## src/rtl/kv_pkg.sv

```systemverilog
// rtl/kv_pkg.sv - shared constants for the key-value lookup request path
package kv_pkg;

  // Default lookup key width and the width of the opcode/flag nibble
  localparam int KEY_SIZE_DEF = 96;
  localparam int FLAG_W       = 4;

  // One bit is enough to name either of the two parser ports
  localparam int PORT_W = 1;

  // Lookup status encodings carried in the DB reply flag
  localparam logic [1:0] STATUS_SUSPECT = 2'b01;
  localparam logic [1:0] STATUS_ARREST  = 2'b10;
  localparam logic [1:0] STATUS_FILTERE = 2'b11;

endpackage

```

## src/rtl/kv_tag_fifo.sv

```systemverilog
// rtl/kv_tag_fifo.sv - in-order FIFO of issuing port ids for outstanding lookups
module kv_tag_fifo
  import kv_pkg::*;
#(
  parameter int DEPTH = 8,
  parameter int AW    = $clog2(DEPTH)
) (
  input  logic              clk_i,
  input  logic              rst_ni,
  input  logic              push_i,
  input  logic [PORT_W-1:0] push_data_i,
  input  logic              pop_i,
  output logic [PORT_W-1:0] head_o,
  output logic              full_o,
  output logic              empty_o,
  output logic [AW:0]       count_o
);

  logic [PORT_W-1:0] mem_q [DEPTH];
  logic [AW-1:0]     wr_ptr_q, wr_ptr_d;
  logic [AW-1:0]     rd_ptr_q, rd_ptr_d;
  logic [AW:0]       count_q, count_d;
  logic              push_ok;
  logic              pop_ok;

  assign full_o  = (count_q == (AW+1)'(DEPTH));
  assign empty_o = (count_q == '0);
  assign count_o = count_q;
  assign head_o  = mem_q[rd_ptr_q];

  // Guard against overflow/underflow; a full FIFO refuses a push even if it pops
  assign push_ok = push_i && !full_o;
  assign pop_ok  = pop_i && !empty_o;

  // Next pointers wrap naturally; count stays put on simultaneous push and pop
  always_comb begin
    wr_ptr_d = wr_ptr_q;
    rd_ptr_d = rd_ptr_q;
    count_d  = count_q;
    if (push_ok) wr_ptr_d = wr_ptr_q + 1'b1;
    if (pop_ok)  rd_ptr_d = rd_ptr_q + 1'b1;
    case ({push_ok, pop_ok})
      2'b10:   count_d = count_q + 1'b1;
      2'b01:   count_d = count_q - 1'b1;
      default: count_d = count_q;
    endcase
  end

  // Pointer and occupancy registers
  always_ff @(posedge clk_i or negedge rst_ni) begin
    if (!rst_ni) begin
      wr_ptr_q <= '0;
      rd_ptr_q <= '0;
      count_q  <= '0;
    end else begin
      wr_ptr_q <= wr_ptr_d;
      rd_ptr_q <= rd_ptr_d;
      count_q  <= count_d;
    end
  end

  // Storage needs no reset: entries are only read once the count covers them
  always_ff @(posedge clk_i) begin
    if (push_ok) mem_q[wr_ptr_q] <= push_data_i;
  end

endmodule

```

## src/rtl/kv_req_arbiter.sv

```systemverilog
// rtl/kv_req_arbiter.sv - two-port round-robin sharing of one key-value DB lookup port
module kv_req_arbiter
  import kv_pkg::*;
#(
  parameter int KEY_SIZE    = KEY_SIZE_DEF,
  parameter int OUTSTANDING = 8,
  parameter int CNT_W       = 8
) (
  input  logic                clk156,
  input  logic                eth_rst_n,
  input  logic [KEY_SIZE-1:0] req0_key,
  input  logic [FLAG_W-1:0]   req0_flag,
  input  logic                req0_valid,
  input  logic [KEY_SIZE-1:0] req1_key,
  input  logic [FLAG_W-1:0]   req1_flag,
  input  logic                req1_valid,
  output logic                rsp0_valid,
  output logic [FLAG_W-1:0]   rsp0_flag,
  output logic                rsp1_valid,
  output logic [FLAG_W-1:0]   rsp1_flag,
  output logic [KEY_SIZE-1:0] db_key,
  output logic [FLAG_W-1:0]   db_flag,
  output logic                db_valid,
  input  logic                db_ready,
  input  logic                db_rsp_valid,
  input  logic [FLAG_W-1:0]   db_rsp_flag,
  output logic [CNT_W-1:0]    drop0_cnt,
  output logic [CNT_W-1:0]    drop1_cnt,
  output logic [CNT_W-1:0]    orphan_cnt,
  output logic [7:0]          debug
);

  localparam int AW = $clog2(OUTSTANDING);

  // Per-port pending slots
  logic                pend0_q, pend1_q;
  logic [KEY_SIZE-1:0] key0_q, key1_q;
  logic [FLAG_W-1:0]   flag0_q, flag1_q;

  // Arbitration state: last granted port and a grant held across a stall
  logic rr_last_q;
  logic lock_q;
  logic lock_sel_q;
  logic sel;

  // Reply strobes and statistics
  logic              rsp0_valid_q, rsp1_valid_q;
  logic [FLAG_W-1:0] rsp0_flag_q, rsp1_flag_q;
  logic [CNT_W-1:0]  drop0_q, drop1_q, orphan_q;
  logic              orphan_seen_q;

  // Tag FIFO interface
  logic              tag_full, tag_empty;
  logic [AW:0]       tag_count;
  logic [PORT_W-1:0] tag_head;
  logic [3:0]        tag_count4;

  logic xfer, free0, free1, pop, orphan;

  // A stalled grant stays fixed; otherwise the lone pender wins, or the port not served last
  always_comb begin
    if (lock_q)                 sel = lock_sel_q;
    else if (pend0_q && !pend1_q) sel = 1'b0;
    else if (pend1_q && !pend0_q) sel = 1'b1;
    else                        sel = ~rr_last_q;
  end

  assign db_valid = (pend0_q || pend1_q) && !tag_full;
  assign db_key   = !db_valid ? '0 : (sel ? key1_q  : key0_q);
  assign db_flag  = !db_valid ? '0 : (sel ? flag1_q : flag0_q);

  assign xfer   = db_valid && db_ready;
  assign free0  = xfer && !sel;
  assign free1  = xfer && sel;
  assign pop    = db_rsp_valid && !tag_empty;
  assign orphan = db_rsp_valid && tag_empty;

  kv_tag_fifo #(
    .DEPTH (OUTSTANDING)
  ) u_tag_fifo (
    .clk_i       (clk156),
    .rst_ni      (eth_rst_n),
    .push_i      (xfer),
    .push_data_i (sel),
    .pop_i       (pop),
    .head_o      (tag_head),
    .full_o      (tag_full),
    .empty_o     (tag_empty),
    .count_o     (tag_count)
  );

  // Port-0 slot: capture when idle or being freed this cycle, else count the loss
  always_ff @(posedge clk156 or negedge eth_rst_n) begin
    if (!eth_rst_n) begin
      pend0_q <= 1'b0;
      key0_q  <= '0;
      flag0_q <= '0;
      drop0_q <= '0;
    end else begin
      if (req0_valid && (!pend0_q || free0)) begin
        pend0_q <= 1'b1;
        key0_q  <= req0_key;
        flag0_q <= req0_flag;
      end else if (free0) begin
        pend0_q <= 1'b0;
      end
      if (req0_valid && pend0_q && !free0 && (drop0_q != '1)) drop0_q <= drop0_q + 1'b1;
    end
  end

  // Port-1 slot, same policy as port 0
  always_ff @(posedge clk156 or negedge eth_rst_n) begin
    if (!eth_rst_n) begin
      pend1_q <= 1'b0;
      key1_q  <= '0;
      flag1_q <= '0;
      drop1_q <= '0;
    end else begin
      if (req1_valid && (!pend1_q || free1)) begin
        pend1_q <= 1'b1;
        key1_q  <= req1_key;
        flag1_q <= req1_flag;
      end else if (free1) begin
        pend1_q <= 1'b0;
      end
      if (req1_valid && pend1_q && !free1 && (drop1_q != '1)) drop1_q <= drop1_q + 1'b1;
    end
  end

  // Round-robin pointer and stall lock; rr_last starts at 1 so port 0 wins first
  always_ff @(posedge clk156 or negedge eth_rst_n) begin
    if (!eth_rst_n) begin
      rr_last_q  <= 1'b1;
      lock_q     <= 1'b0;
      lock_sel_q <= 1'b0;
    end else begin
      if (xfer) rr_last_q <= sel;
      lock_q     <= db_valid && !db_ready;
      lock_sel_q <= sel;
    end
  end

  // Route each DB reply to the port at the tag FIFO head, one cycle later
  always_ff @(posedge clk156 or negedge eth_rst_n) begin
    if (!eth_rst_n) begin
      rsp0_valid_q  <= 1'b0;
      rsp1_valid_q  <= 1'b0;
      rsp0_flag_q   <= '0;
      rsp1_flag_q   <= '0;
      orphan_q      <= '0;
      orphan_seen_q <= 1'b0;
    end else begin
      rsp0_valid_q <= pop && (tag_head == 1'b0);
      rsp1_valid_q <= pop && (tag_head == 1'b1);
      if (pop && (tag_head == 1'b0)) rsp0_flag_q <= db_rsp_flag;
      if (pop && (tag_head == 1'b1)) rsp1_flag_q <= db_rsp_flag;
      if (orphan) begin
        orphan_seen_q <= 1'b1;
        if (orphan_q != '1) orphan_q <= orphan_q + 1'b1;
      end
    end
  end

  // Fit the tag count into the 4-bit debug field
  generate
    if (AW + 1 >= 4) begin : g_cnt_trunc
      assign tag_count4 = tag_count[3:0];
    end else begin : g_cnt_ext
      assign tag_count4 = {{(3 - AW){1'b0}}, tag_count};
    end
  endgenerate

  assign rsp0_valid = rsp0_valid_q;
  assign rsp1_valid = rsp1_valid_q;
  assign rsp0_flag  = rsp0_flag_q;
  assign rsp1_flag  = rsp1_flag_q;
  assign drop0_cnt  = drop0_q;
  assign drop1_cnt  = drop1_q;
  assign orphan_cnt = orphan_q;
  assign debug      = {orphan_seen_q, tag_full, pend1_q, pend0_q, tag_count4};

endmodule

```

## config.mk

```make
export PLATFORM = sky130hd
export DESIGN_NAME = kv_req_arbiter
export DESIGN_NICKNAME = d
export VERILOG_FILES = /design/src/rtl/kv_pkg.sv /design/src/rtl/kv_tag_fifo.sv /design/src/rtl/kv_req_arbiter.sv
export SDC_FILE = /design/constraint.sdc
export NUM_CORES = 1
export LEC_CHECK = 0
export BUFFER_PORTS_ARGS = -buffer_cell sky130_fd_sc_hd__buf_2
export CAP_MARGIN = 30
export CORE_MARGIN = 2
export CORE_UTILIZATION = 56
export DETAILED_ROUTE_END_ITERATION = 12
export PLACE_DENSITY = 0.82
export SLEW_MARGIN = 20
export SYNTH_ARGS = -nofsm -noshare
export SYNTH_HDL_FRONTEND = slang
export SYNTH_HIERARCHICAL = 1
export SYNTH_SLANG_ARGS = --single-unit
```

## constraint.sdc

```tcl
create_clock -name clk156 -period 9.2 [get_ports clk156]
set_input_delay 0.92 -clock clk156 [delete_from_list [all_inputs] [get_ports clk156]]
set_output_delay 0.92 -clock clk156 [all_outputs]
set_load 0.1 [all_outputs]
```

# Word level (Yosys, flattened, before mapping)

Memories as Yosys holds them, arrays and structs flattened.
Cells that the tools add are included.

Memory bits (writable): 8
Output and inout bits: 143
Memories kept: 1
Latch bits: 0
Bits in registers: 250
ROM bits: 0

Div/mod/pow operators: 0
Mux-type cells: 14
Add/sub/neg operators: 7
Bitwise gates (word level): 2
Equal/unequal tests: 6
Multipliers: 0
Shifts and indexed selects: 0
Magnitude comparators: 0
Reductions and logical operators: 37

Memory list:

| name             | depth | width | read ports | clocked after memory_dff | wr ports | RTL line          | RTL |
|---|---|---|---|---|---|---|---|
| u_tag_fifo.mem_q | 8     | 1     | 1          | 0                        | 1        | kv_tag_fifo.sv:19 | `logic [PORT_W-1:0] mem_q [DEPTH];` |

Operators by type and width:

| operator                                            | number |
|---|---|
| 2-to-1 mux 96 bit                                   | 2 |
| adder 8 x 1 -> 8 bit, second input constant         | 3 |
| inequality test 8 bit, second input constant        | 3 |
| logical AND 1 bit                                   | 21 |
| 2-to-1 mux 1 bit                                    | 9 |
| logical NOT 1 bit                                   | 8 |
| 2-to-1 mux 4 bit                                    | 2 |
| one-hot mux 4 bit (2 select lines)                  | 1 |
| adder 3 x 1 -> 3 bit, second input constant         | 2 |
| nonzero test 2 bit                                  | 3 |
| adder 4 x 1 -> 4 bit, second input constant         | 1 |
| equality test 4 bit, second input constant          | 1 |
| logical NOT 4 bit                                   | 1 |
| subtractor 4 x 1 -> 4 bit, second input constant    | 1 |
| logical OR 1 bit                                    | 3 |
| equality test 2 x 1 -> 1 bit, second input constant | 1 |
| equality test 2 bit, second input constant          | 1 |
| inverter 1 bit                                      | 2 |
| AND reduction 2 bit                                 | 1 |

# Depth between registers and ports, before layout

Gate-level depths: netlist of run 1.

Word-level depth: 10
Depth in mapped cells: 12
Depth with buffers taken out: 11

# Cells and area by module

The synthesis of run 1 kept the hierarchy.

By module, submodules not included:

| module         | area each (um^2) | times used | cells each |
|---|---|---|---|
| kv_req_arbiter | 11021.8          | 1          | 914 |
| kv_tag_fifo    | 959.7            | 1          | 77 |

# Least setup slack after synthesis of run 1

Ideal clock, no wire load.

Kind: register -> output
From: register u_tag_fifo.count_q[0] (netlist: u_tag_fifo/count_o[0])
To: output port db_key[10]
Path buffers: 2
Path slack: 4786 ps
Stages on the path, launching flop included: 7
Arrival: 3494 ps
Path through: dfrtp_1 or4b_4 inv_2 or2_1 clkbuf_1 clkbuf_1 a21oi_1

Word-level cells in the longest chain between the ends: 4

RTL lines:

| element                | RTL line             | RTL |
|---|---|---|
| from (decl)            | kv_tag_fifo.sv:22    | `logic [AW:0] count_q, count_d;` |
| from (signal assigned) | kv_tag_fifo.sv:58    | `count_q <= count_d;` |
| equality test 4 bit    | kv_tag_fifo.sv:26    | `assign full_o = (count_q == (AW+1)'(DEPTH));` |
| named net tag_full     | kv_req_arbiter.sv:53 | `logic tag_full, tag_empty;` |
| logical NOT 1 bit      | kv_req_arbiter.sv:68 | `assign db_valid = (pend0_q \|\| pend1_q) && !tag_full;` |
| logical AND 1 bit      | kv_req_arbiter.sv:68 |  |
| 2-to-1 mux 96 bit      | kv_req_arbiter.sv:69 | `assign db_key = !db_valid ? '0 : (sel ? key1_q : key0_q);` |
| to (decl)              | kv_req_arbiter.sv:21 | `output logic [KEY_SIZE-1:0] db_key,` |

The timed path passes the listed nets, and every way through them passes these cells.

# Worst setup path in the final report of run 1

From: register pend1_q
To: output port db_key[70]

Word-level cells in the longest chain between the ends: 6
Elaborated cells between the ends (all ways): 10

RTL lines:

| element                                                | RTL line                                   | RTL |
|---|---|---|
| from (decl)                                            | kv_req_arbiter.sv:36                       | `logic pend0_q, pend1_q;` |
| from (signal assigned)                                 | kv_req_arbiter.sv:114                      | `pend1_q <= 1'b0;` |
| from (signal assigned)                                 | kv_req_arbiter.sv:120                      | `pend1_q <= 1'b1;` |
| from (signal assigned)                                 | kv_req_arbiter.sv:124                      | `pend1_q <= 1'b0;` |
| logical AND 1 bit or logical NOT 1 bit (tied branches) | kv_req_arbiter.sv:64, kv_req_arbiter.sv:63 |  |
| 2-to-1 mux 1 bit or logical AND 1 bit (tied branches)  | kv_req_arbiter.sv:64, kv_req_arbiter.sv:63 |  |
| 2-to-1 mux 1 bit                                       | kv_req_arbiter.sv:63                       | `else if (pend0_q && !pend1_q) sel = 1'b0;` |
| 2-to-1 mux 1 bit                                       | kv_req_arbiter.sv:62                       | `if (lock_q) sel = lock_sel_q;` |
| 2-to-1 mux 96 bit                                      | kv_req_arbiter.sv:69                       |  |
| 2-to-1 mux 96 bit (*)                                  | kv_req_arbiter.sv:69                       |  |

Every way passes the cells marked *; elsewhere a longest branch is shown, timed or not.

==> out/qor.log, run 1 <==
[global_route] vias in the first global route 8,998
[setup_path] required time worst endpoint 8.28 ns
[synthesis] post-synth cell types 51
[global_route] initial antenna violation count 7
[setup_path] largest fanout on the critical path 86
[sta] max-slew violation total from the final report 0
[sta] transition time of the tightest slew-check pin 0.965 ns
[die] width of the die 150 µm
[global_route] maximum number of pins on one net before global-route repair 125
[die] Core Area 21,000 µm²
[detailed_routing] final WL 30,400 µm
[cts] clock input transition at the sequential cells of the worst setup and hold paths 0.06 ns
[sta] Max Freq 230 MHz
[placement] number of placed cells counting well taps 1,564
[cts] clk_lat worst skew 0.54 ns
[layout] layout cell share with drive strength beyond 1 47.8%
[layout] total number of nets in the final design 1,540
[cts] CTS Buf Count 27
[setup_path] Worst Path Arrival 3.43 ns
[sta] final setup violation count 0
[cts] count of clock tree sinks 258
[setup_path] CP max stage delay 0.80 ns
[setup_path] kind of cell with the highest combined delay on the critical path buffers and inverters
[setup_path] library cell contributing the largest single delay on the critical path buf_4
[synthesis] predominant post-synthesis flop cell dfrtp_1
[setup_path] CP startpoint kind flop
[die] starting utilization of the core area 57.0%
[placement] total of buffers placed on input and output ports 352
[sta] RSZ-0062 raised after global routing false
[detailed_routing] detailed-router iteration count before antenna repair 5
[placement] HPWL after DPL 20,400 µm
[cts] maximum clock insertion buffer count 3
[layout] Final Non-Filler Cells 1,625
[global_route] global router's overall resource usage 26.3%
[global_route] wire length of the first global-routing pass 46,800 µm
[detailed_routing] DRC Markers 0
[detailed_routing] Antenna Nets Post-Route 0
[synthesis] flip-flop and latch count after synthesis 258
[detailed_routing] number of vias after detailed routing 8,797
[layout] Synth-to-Final Area Change 24.1%
[die] Die Footprint 22,600 µm²
[setup_path] Critical path buffers and inverters 3
[synthesis] share of synthesized registers carrying an async set or reset 96.9%
[die] die height 150 µm
[sta] crit share post-route 47.3%
[synthesis] mean post-synth cell area 12.1 µm²
[die] total number of placement rows 53
[flow_run] count of max-cap constraint violations 0
[cts] H-tree depth reported by CTS 1
[cts] number of setup buffers added after CTS 0
[min_path] worst min-delay path category flop to flop
[setup_path] classification of the worst setup path flop to output pin
[sta] Worst slew margin 35.7%
[cts] Clock Root Buffer clkbuf_16
[detailed_routing] Avg Vias per Cell 5.41
[sta] accumulated negative setup slack 0 ns
[global_route] GRT overflow 0
[synthesis] register area share after synthesis 54.2%
[detailed_routing] DRT iter0 DRCs 447
[sta] number of hold-slack violations in the final timing report 0
[detailed_routing] final routed wire length divided by cell count 18.7 µm
[sta] Clock Skew 0.0150 ns
[synthesis] Ys Warns 6
[synthesis] cell count after synthesis 991
[sta] Final Critical Period 4.35 ns
[setup_path] ordered cell list for the critical path a21boi_0 -> o31ai_4 -> clkinv_2 -> buf_4 -> nand2_1 -> a21oi_1 -> buf_2
[cts] cts-stage hold buffer count 0
[synthesis] number of synthesized flops with an enable pin 8
[cts] clock tree from TritonCTS built
[placement] Placer Congestion 0.823
[setup_path] crit end category output pin
[die] I/O pin total 353
[synthesis] cell area after synthesis 12,000 µm²
[cts] number of cells upsized or downsized after cts 0
[layout] post-layout utilization of the core 70.7%
[run_status] outcome finished clean
[synthesis] synthesized netlist net count 1,210
[synthesized netlist by cell type, drive strengths merged (5+ instances only)]
cell	n	area [µm²]
dfrtp	249	6230
nand2	220	833
mux2	219	2850
a21oi	102	510
clkbuf	35	131
buf	27	213
nand3	14	70.1
xnor2	14	123
inv	13	48.8
nor2	12	45.0
edfxtp	8	240
ha	8	100
nand2b	8	57.6
nand4	8	50.1
xor2	7	61.3
nor3	6	30.0
and3	5	31.3
[per-stage QoR]
step,hold slack [ns],cell area [µm²],worst slack [ns]
detailed placement,0.451,13800,5.23
global placement,0.446,13800,5.23
floorplan,0.436,12000,4.79
global route,0.490,14900,4.68
CTS,0.466,14800,4.83
finish,0.464,14900,4.85
[cell type report]
cell class,instances,area [µm²]
timing repair buffer,363,1920
clock buffer,42,843
multi-input combinational,658,5110
sequential,258,6500
fill,1496,6150
inverter,13,50.0
clock inverter,5,78.8
tap,275,344
antenna,11,27.5
[worst paths after layout]
path | slack, ns | startpoint | end | cells past startpoint
max in group asynchronous | 7.23 | eth_rst_n | u_tag_fifo/wr_ptr_q[1]$_DFFE_PN0P_ | 2
setup reg to reg | 5.78 | u_tag_fifo/count_o[0]$_DFFE_PN0P_ | key0_q[87]$_DFFE_PN0P_ | 9
hold reg to reg | 0.46 | orphan_seen_q$_DFFE_PN0P_ | orphan_seen_q$_DFFE_PN0P_ | 1
min in group asynchronous | 0.47 | eth_rst_n | key0_q[14]$_DFFE_PN0P_ | 1
hold / removal | 0.46 | orphan_seen_q$_DFFE_PN0P_ | orphan_seen_q$_DFFE_PN0P_ | 1
setup / recovery | 4.85 | pend1_q$_DFFE_PN0P_ | db_key[70] | 7
[cell usage in the layout, fill, tap and decap left out, types with 2 or more instances in the layout]
cell type	synthesis	layout
and3_1	5	5
clkbuf_8	0	9
buf_12	0	2
buf_2	11	351
nor2b_1	2	2
nand2b_1	7	7
ha_1	8	8
nor3_1	6	6
xor2_1	7	7
nand3_1	14	14
clkbuf_1	35	5
buf_4	4	7
mux2_4	101	101
nand2_1	219	218
edfxtp_1	8	8
nor4_1	3	3
a21oi_1	102	102
nand4_1	8	8
mux4_2	2	2
inv_1	11	10
inv_2	2	2
or2_2	2	2
nor3b_1	3	3
bufinv_16	0	2
o21ai_0	2	2
xnor2_1	14	14
clkinv_2	0	3
nor2_1	12	12
mux2i_1	2	2
diode_2	0	11
nand2_4	1	2
mux2_2	117	117
dfrtp_1	249	249
clkbuf_16	0	28
buf_16	0	2
[state kept, by name (all words and copies together), names as in the netlist, 3 cells and up]
signal and count:
rsp0_flag 4, flag1_q 4, u_tag_fifo/wr_ptr_q 3, key1_q 96, rsp1_flag 4, key0_q 96
orphan_cnt 8, drop1_cnt 8, u_tag_fifo/mem_q 8, u_tag_fifo/count_o 4, u_tag_fifo/rd_ptr_q 3, drop0_cnt 8
flag0_q 4
[per-layer routing]
metal	wire, µm	vias up	GRT usage, %	part of all wire (%)
li1	-	4043	-	-
met1	11700	4311	31.9	39
met2	15100	354	44.0	50
met3	2360	87	7.30	7.8
met4	1220	2	11.8	4.0
met5	13	-	0	0.043
[worst register-to-register path: cells and delay by family (launching register included)]
kind | cells | cell delay [ns]
muxes | 1 | 0.35
buffers and inverters | 3 | 0.89
DFF | 1 | 0.46
and+or+nand+nor | 4 | 1.39
AOI/OAI and AO/OA | 1 | 0.24
[cell families after synthesis]
| family | Yosys count | synth area share (%) |
|---|---|---|
| AND/OR/NAND/NOR | 288 | 10.3 |
| AO/OA/AOI/OAI | 117 | 5.41 |
| multiplexers | 223 | 24.3 |
| flip-flops | 258 | 54.2 |
| buffers and inverters | 75 | 3.28 |
| adder cells (fa/ha/maj) | 9 | 1.00 |
| XOR/XNOR | 21 | 1.54 |
Power of run 1 is left out: the tool's default activity adds up to more than one toggle a clock period on the data nets, which glitch-free logic cannot reach.
==> inputs of run 2 (changes only) <==
- CORE_UTILIZATION: 56 -> 52
- PLACE_DENSITY: 0.82 -> 0.76
- clock period: 9.2 -> 4.3 ns (I/O delays scaled with it)
==> run 2 against run 1 <==
Largest cell class unchanged. Sequential share of layout area shrank 0.32 points. Critical endpoint unchanged. Register-to-register slack lost 4.9 ns. Clock skew shrank 0.0057 ns. The run now ends with hold timing left. Utilization shrank 4.6 points. Design area grew 0.74%. Critical path depth is the same. Die area grew 7.5%.
==> out/qor.log, run 2 (same netlist as run 1, synthesis figures left out) <==
[layout] layout cell share with drive strength beyond 1 48.1% [+0.35 points]
[layout] post-layout utilization of the core 66.2% [-4.6 points]
[cts] clk_lat worst skew 0.53 ns [about the same]
[setup_path] Worst Path Arrival 3.11 ns [-0.32 ns]
[layout] total number of nets in the final design 1,544 [+0.26%]
[setup_path] CP max stage delay 0.47 ns [-0.33 ns]
[sta] Max Freq 283 MHz
[detailed_routing] DRT iter0 DRCs 484 [+8.3%]
[cts] count of clock tree sinks 258 [unchanged]
[setup_path] crit end category output pin
[global_route] vias in the first global route 9,004 [+0.067%]
[cts] CTS Buf Count 28 [+3.7%]
[detailed_routing] Antenna Nets Post-Route 0 [unchanged]
[sta] final setup violation count 0 [unchanged]
[cts] cts-stage hold buffer count 0 [unchanged]
[detailed_routing] DRC Markers 0 [unchanged]
[cts] maximum clock insertion buffer count 3 [unchanged]
[placement] HPWL after DPL 20,200 µm [-0.88%]
[sta] transition time of the tightest slew-check pin 0.896 ns [-0.0691 ns]
[setup_path] classification of the worst setup path flop to output pin
[global_route] global router's overall resource usage 24.3% [-2.1 points]
[sta] RSZ-0062 raised after global routing false
[layout] Synth-to-Final Area Change 25.0%
[die] Core Area 22,600 µm² [+7.7%]
[setup_path] ordered cell list for the critical path a21boi_0 -> o31ai_4 -> clkinv_2 -> buf_4 -> nand2_1 -> a21oi_1 -> buf_2
[layout] leading cell type in the layout, fill and taps excluded buf_2
[placement] total of buffers placed on input and output ports 352 [unchanged]
[cts] number of setup buffers added after CTS 0 [unchanged]
[cts] number of cells upsized or downsized after cts 0 [unchanged]
[sta] Final Critical Period 3.54 ns
[cts] H-tree depth reported by CTS 1 [unchanged]
[run_status] violations in the final reports hold timing
[sta] final hold slack -0.0506 ns [-0.514 ns]
[global_route] maximum number of pins on one net before global-route repair 117 [-6.4%]
[setup_path] setup slack of the worst register-to-register path 0.91 ns [-4.87 ns]
[sta] crit share post-route 82.2%
[global_route] initial antenna violation count 5 [-2]
[detailed_routing] final routed wire length divided by cell count 18.3 µm [-2.3%]
[layout] largest registers key0_q: 96 flops, key1_q: 96 flops
[run_status] outcome finished, violations left
[setup_path] Reg2Reg Launch Point u_tag_fifo/count_o[0]$_DFFE_PN0P_
[flow_run] count of max-cap constraint violations 0 [unchanged]
[global_route] wire length of the first global-routing pass 47,200 µm [+0.75%]
[detailed_routing] Avg Vias per Cell 5.33 [-1.5%]
[sta] number of hold-slack violations in the final timing report 21 [+21]
[setup_path] Critical path buffers and inverters 3 [unchanged]
[cts] clock tree from TritonCTS built
[setup_path] required time worst endpoint 3.87 ns [-4.41 ns]
[setup_path] Register-to-Register Path Depth 11 [+2]
[detailed_routing] detailed-router iteration count before antenna repair 5 [unchanged]
[sta] Worst slew margin 40.3% [+4.6 points]
[setup_path] largest fanout on the critical path 35 [-59%]
[die] width of the die 156 µm [+3.7%]
[detailed_routing] final WL 29,900 µm [-1.7%]
[die] I/O pin total 353 [unchanged]
[setup_path] kind of cell with the highest combined delay on the critical path buffers and inverters
[die] starting utilization of the core area 52.9% [-4.1 points]
[detailed_routing] number of vias after detailed routing 8,717 [-0.91%]
[cts] clock input transition at the sequential cells of the worst setup and hold paths 0.06 ns [about the same]
[die] die height 156 µm [+3.7%]
[setup_path] Reg-to-Reg End u_tag_fifo/count_o[3]$_DFFE_PN0P_
[die] total number of placement rows 55 [+3.8%]
[setup_path] CP startpoint kind flop
[placement] Placer Congestion 0.833 [+1.3%]
[min_path] worst min-delay path category input port to asynchronous set/reset pin
[setup_path] library cell contributing the largest single delay on the critical path buf_2
[die] Die Footprint 24,300 µm² [+7.5%]
[sta] max-slew violation total from the final report 0 [unchanged]
[sta] accumulated negative setup slack 0 ns [unchanged]
[sta] Clock Skew 0.00926 ns [-0.00571 ns]
[layout] most used cells in the layout excluding fill and tap cells buf_2 (351), dfrtp_1 (249), nand2_1 (218)
[global_route] GRT overflow 0 [unchanged]
[cts] Clock Root Buffer clkbuf_16
[run 2: cell count changes in the layout (fill, tap and decap cells not counted), sizes merged]
cell | previous run | this run
buf | 363 | 366
clkinv | 3 | 8
clkinvlp | 0 | 1
clkbuf | 42 | 39
diode | 11 | 4
inv | 13 | 12
bufinv | 2 | 4
[run 2: cell type report]
cell class	count	area [µm²]
Fill cell	1716	7660
Sequential cell	258	6500
Multi-Input combinational cell	658	5110
Timing Repair Buffer	366	1950
Clock buffer	39	835
Tap cell	285	357
Clock inverter	12	170
Inverter	13	50.0
Antenna cell	4	10.0
[run 2: metrics by stage]
step / worst slack [ns] / area (µm²) / cells
after floorplan: 0.376 / 12000 / 991
after global placement: 1.06 / 14000 / 1580
after detailed placement: 0.917 / 14000 / 1580
after CTS: 0.698 / 15000 / 1631
after global routing: 0.575 / 15000 / 1634
final: 0.764 / 15000 / 1635
[run 2: worst max path at each step]
stage / startpoint / to / slack [ns] / cells past startpoint
6_report: pend1_q$_DFFE_PN0P_ / db_key[70] / 0.76 / 7
3_3_place_gp: u_tag_fifo/count_o[0]$_DFFE_PN0P_ / u_tag_fifo/count_o[3]$_DFFE_PN0P_ / 1.06 / 11
3_5_place_dp: u_tag_fifo/count_o[0]$_DFFE_PN0P_ / u_tag_fifo/count_o[3]$_DFFE_PN0P_ / 0.92 / 11
5_1_grt: rr_last_q$_DFFE_PN1N_ / db_key[70] / 0.57 / 7
2_1_floorplan: u_tag_fifo/count_o[0]$_DFFE_PN0P_ / db_key[10] / 0.38 / 6
4_1_cts: rr_last_q$_DFFE_PN1N_ / db_key[70] / 0.70 / 7
[run 2: per-layer routing]
| metal | track usage [%] | up-vias | wire (µm) |
|---|---|---|---|
| met5 | 0 | - | 11 |
| met4 | 7.82 | 2 | 858 |
| met3 | 5.97 | 62 | 2140 |
| met2 | 40.2 | 314 | 14700 |
| met1 | 31.7 | 4285 | 12100 |
| li1 | - | 4054 | - |
Power of run 2 is left out for the same reason.
==> inputs of run 3 (changes only) <==
- clock period: 4.3 -> 3.42 ns (I/O delays scaled with it)
==> run 3 against run 2 <==
Final cell count increased by 0.37%. Register-to-register slack got worse by 0.64 ns. The run now ends clean. Sequential cell count stayed put. Global-route usage up 0.34 points. Worst setup slack worse by 0.61 ns. Routed wire length up 0.69%.
==> out/qor.log, run 3 (same netlist as run 1, synthesis figures left out) <==
[setup_path] required time worst endpoint 3.08 ns [-0.79 ns]
[die] Die Footprint 24,300 µm² [unchanged]
[cts] clock input transition at the sequential cells of the worst setup and hold paths 0.07 ns [about the same]
[layout] total number of nets in the final design 1,550 [+0.39%]
[sta] accumulated negative setup slack 0 ns [unchanged]
[cts] count of clock tree sinks 258 [unchanged]
[setup_path] crit end category output pin
[layout] leading cell type in the layout, fill and taps excluded buf_2
[layout] post-route cell area 15,100 µm² [+0.98%]
[detailed_routing] number of vias after detailed routing 8,810 [+1.1%]
[detailed_routing] Antenna Nets Post-Route 0 [unchanged]
[die] width of the die 156 µm [unchanged]
[layout] most used cells in the layout excluding fill and tap cells buf_2 (351), dfrtp_1 (245), nand2_1 (218)
[cts] maximum clock insertion buffer count 3 [unchanged]
[sta] Max Freq 306 MHz
[die] I/O pin total 353 [unchanged]
[layout] Synth-to-Final Area Change 26.3%
[global_route] GRT overflow 0 [unchanged]
[placement] total cell area at the placement stage 14,100 µm² [+1.2%]
[placement] total of buffers placed on input and output ports 352 [unchanged]
[sta] max-slew violation total from the final report 0 [unchanged]
[cts] H-tree depth reported by CTS 1 [unchanged]
[layout] Fill cells 1,713 [-0.17%]
[cts] Clock Root Buffer clkbuf_16
[detailed_routing] DRT iter0 DRCs 378 [-22%]
[global_route] maximum number of pins on one net before global-route repair 91 [-22%]
[detailed_routing] DRC Markers 0 [unchanged]
[min_path] worst min-delay path category input port to flop
[die] starting utilization of the core area 52.9% [unchanged]
[sta] final setup violation count 0 [unchanged]
[sta] number of hold-slack violations in the final timing report 0 [-100%]
[sta] crit share post-route 95.6%
[die] total number of placement rows 55 [unchanged]
[placement] Placer Congestion 0.822 [-1.3%]
[flow_run] count of max-cap constraint violations 0 [unchanged]
[layout] largest registers key0_q: 96 flops, key1_q: 96 flops
[setup_path] Worst Path Arrival 2.93 ns [-0.18 ns]
[global_route] vias in the first global route 9,149 [+1.6%]
[die] die height 156 µm [unchanged]
[cts] clk_lat worst skew 0.54 ns [about the same]
[detailed_routing] Avg Vias per Cell 5.37 [+0.70%]
[cts] number of setup buffers added after CTS 0 [unchanged]
[setup_path] CP startpoint kind flop
[global_route] wire length of the first global-routing pass 47,800 µm [+1.2%]
[detailed_routing] final WL 30,100 µm [+0.69%]
[detailed_routing] detailed-router iteration count before antenna repair 4 [-1]
[layout] layout cell share with drive strength beyond 1 50.0% [+1.9 points]
[placement] HPWL after DPL 20,800 µm [+2.7%]
[setup_path] largest fanout on the critical path 37 [+5.7%]
[sta] RSZ-0062 raised after global routing false
[sta] transition time of the tightest slew-check pin 0.697 ns [-0.198 ns]
[global_route] global router's overall resource usage 24.6% [+0.34 points]
[sta] Clock Skew 0.0198 ns [+0.0106 ns]
[die] Core Area 22,600 µm² [unchanged]
[cts] number of cells upsized or downsized after cts 0 [unchanged]
[run_status] outcome finished clean
[sta] Final Critical Period 3.27 ns
[setup_path] classification of the worst setup path flop to output pin
[cts] clock tree from TritonCTS built
[detailed_routing] final routed wire length divided by cell count 18.3 µm [+0.32%]
[global_route] initial antenna violation count 5 [unchanged]
[layout] post-layout utilization of the core 66.8% [+0.65 points]
[sta] Worst slew margin 53.5% [+13 points]
[cts] CTS Buf Count 28 [unchanged]
run 3: through the flow:
stage,cells,hold WS (ns),worst slack [ns]
3_5_place_dp,1584,0.406,0.306
5_1_grt,1640,0.00939,0.00324
6_report,1641,0.0290,0.151
2_1_floorplan,991,0.0464,-0.0724
4_1_cts,1638,0.00153,0.0973
3_3_place_gp,1584,0.407,0.371
run 3: critical path: stages, from the launching register on:
cell and delay, ns:
dfrtp_1 0.43, a21boi_0 0.36, o31ai_4 0.15, inv_4 0.40, buf_12 0.23, nand2_1 0.06
a21oi_1 0.25, buf_2 0.49
run 3: layout make-up:
type / count / area, µm² / area share (%)
sequential: 258 / 6500 / 43.0
multi-input combinational: 658 / 5180 / 34.2
timing repair buffer: 372 / 2060 / 13.6
clock buffer: 34 / 786 / 5.19
tap: 285 / 357 / 2.36
clock inverter: 18 / 181 / 1.20
inverter: 13 / 51.3 / 0.339
antenna: 3 / 7.51 / 0.0496
run 3: per-layer routing:
layer,track usage (%),part of all wire (%),vias up
li1,-,-,4068
met1,30.4,40,4355
met2,41.6,50,305
met3,6.78,7.3,76
met4,9.09,3.4,6
met5,0,0.13,-
run 3: repair_timing:
action	4_1_cts	5_1_grt
setup endpoints to repair	0	0
hold buffers	2	0
hold endpoints to repair	88	0
run 3: worst paths after layout:
check                                                    endpoint  slack, ns  cells past startpoint                              start
worst min register to register          orphan_seen_q$_DFFE_PN0P_       0.49                      1          orphan_seen_q$_DFFE_PN0P_
worst max register to register  u_tag_fifo/count_o[3]$_DFFE_PN0P_       0.27                     12  u_tag_fifo/count_o[0]$_DFFE_PN0P_
min in group asynchronous       u_tag_fifo/count_o[3]$_DFFE_PN0P_       0.41                      2                          eth_rst_n
max in group asynchronous                  key0_q[40]$_DFFE_PN0P_       2.00                      3                          eth_rst_n
worst min-delay path                       key0_q[81]$_DFFE_PN0P_       0.03                      2                       req0_key[81]
worst max-delay path                                   db_flag[3]       0.15                      7                pend1_q$_DFFE_PN0P_
Power of run 3 is left out for the same reason.
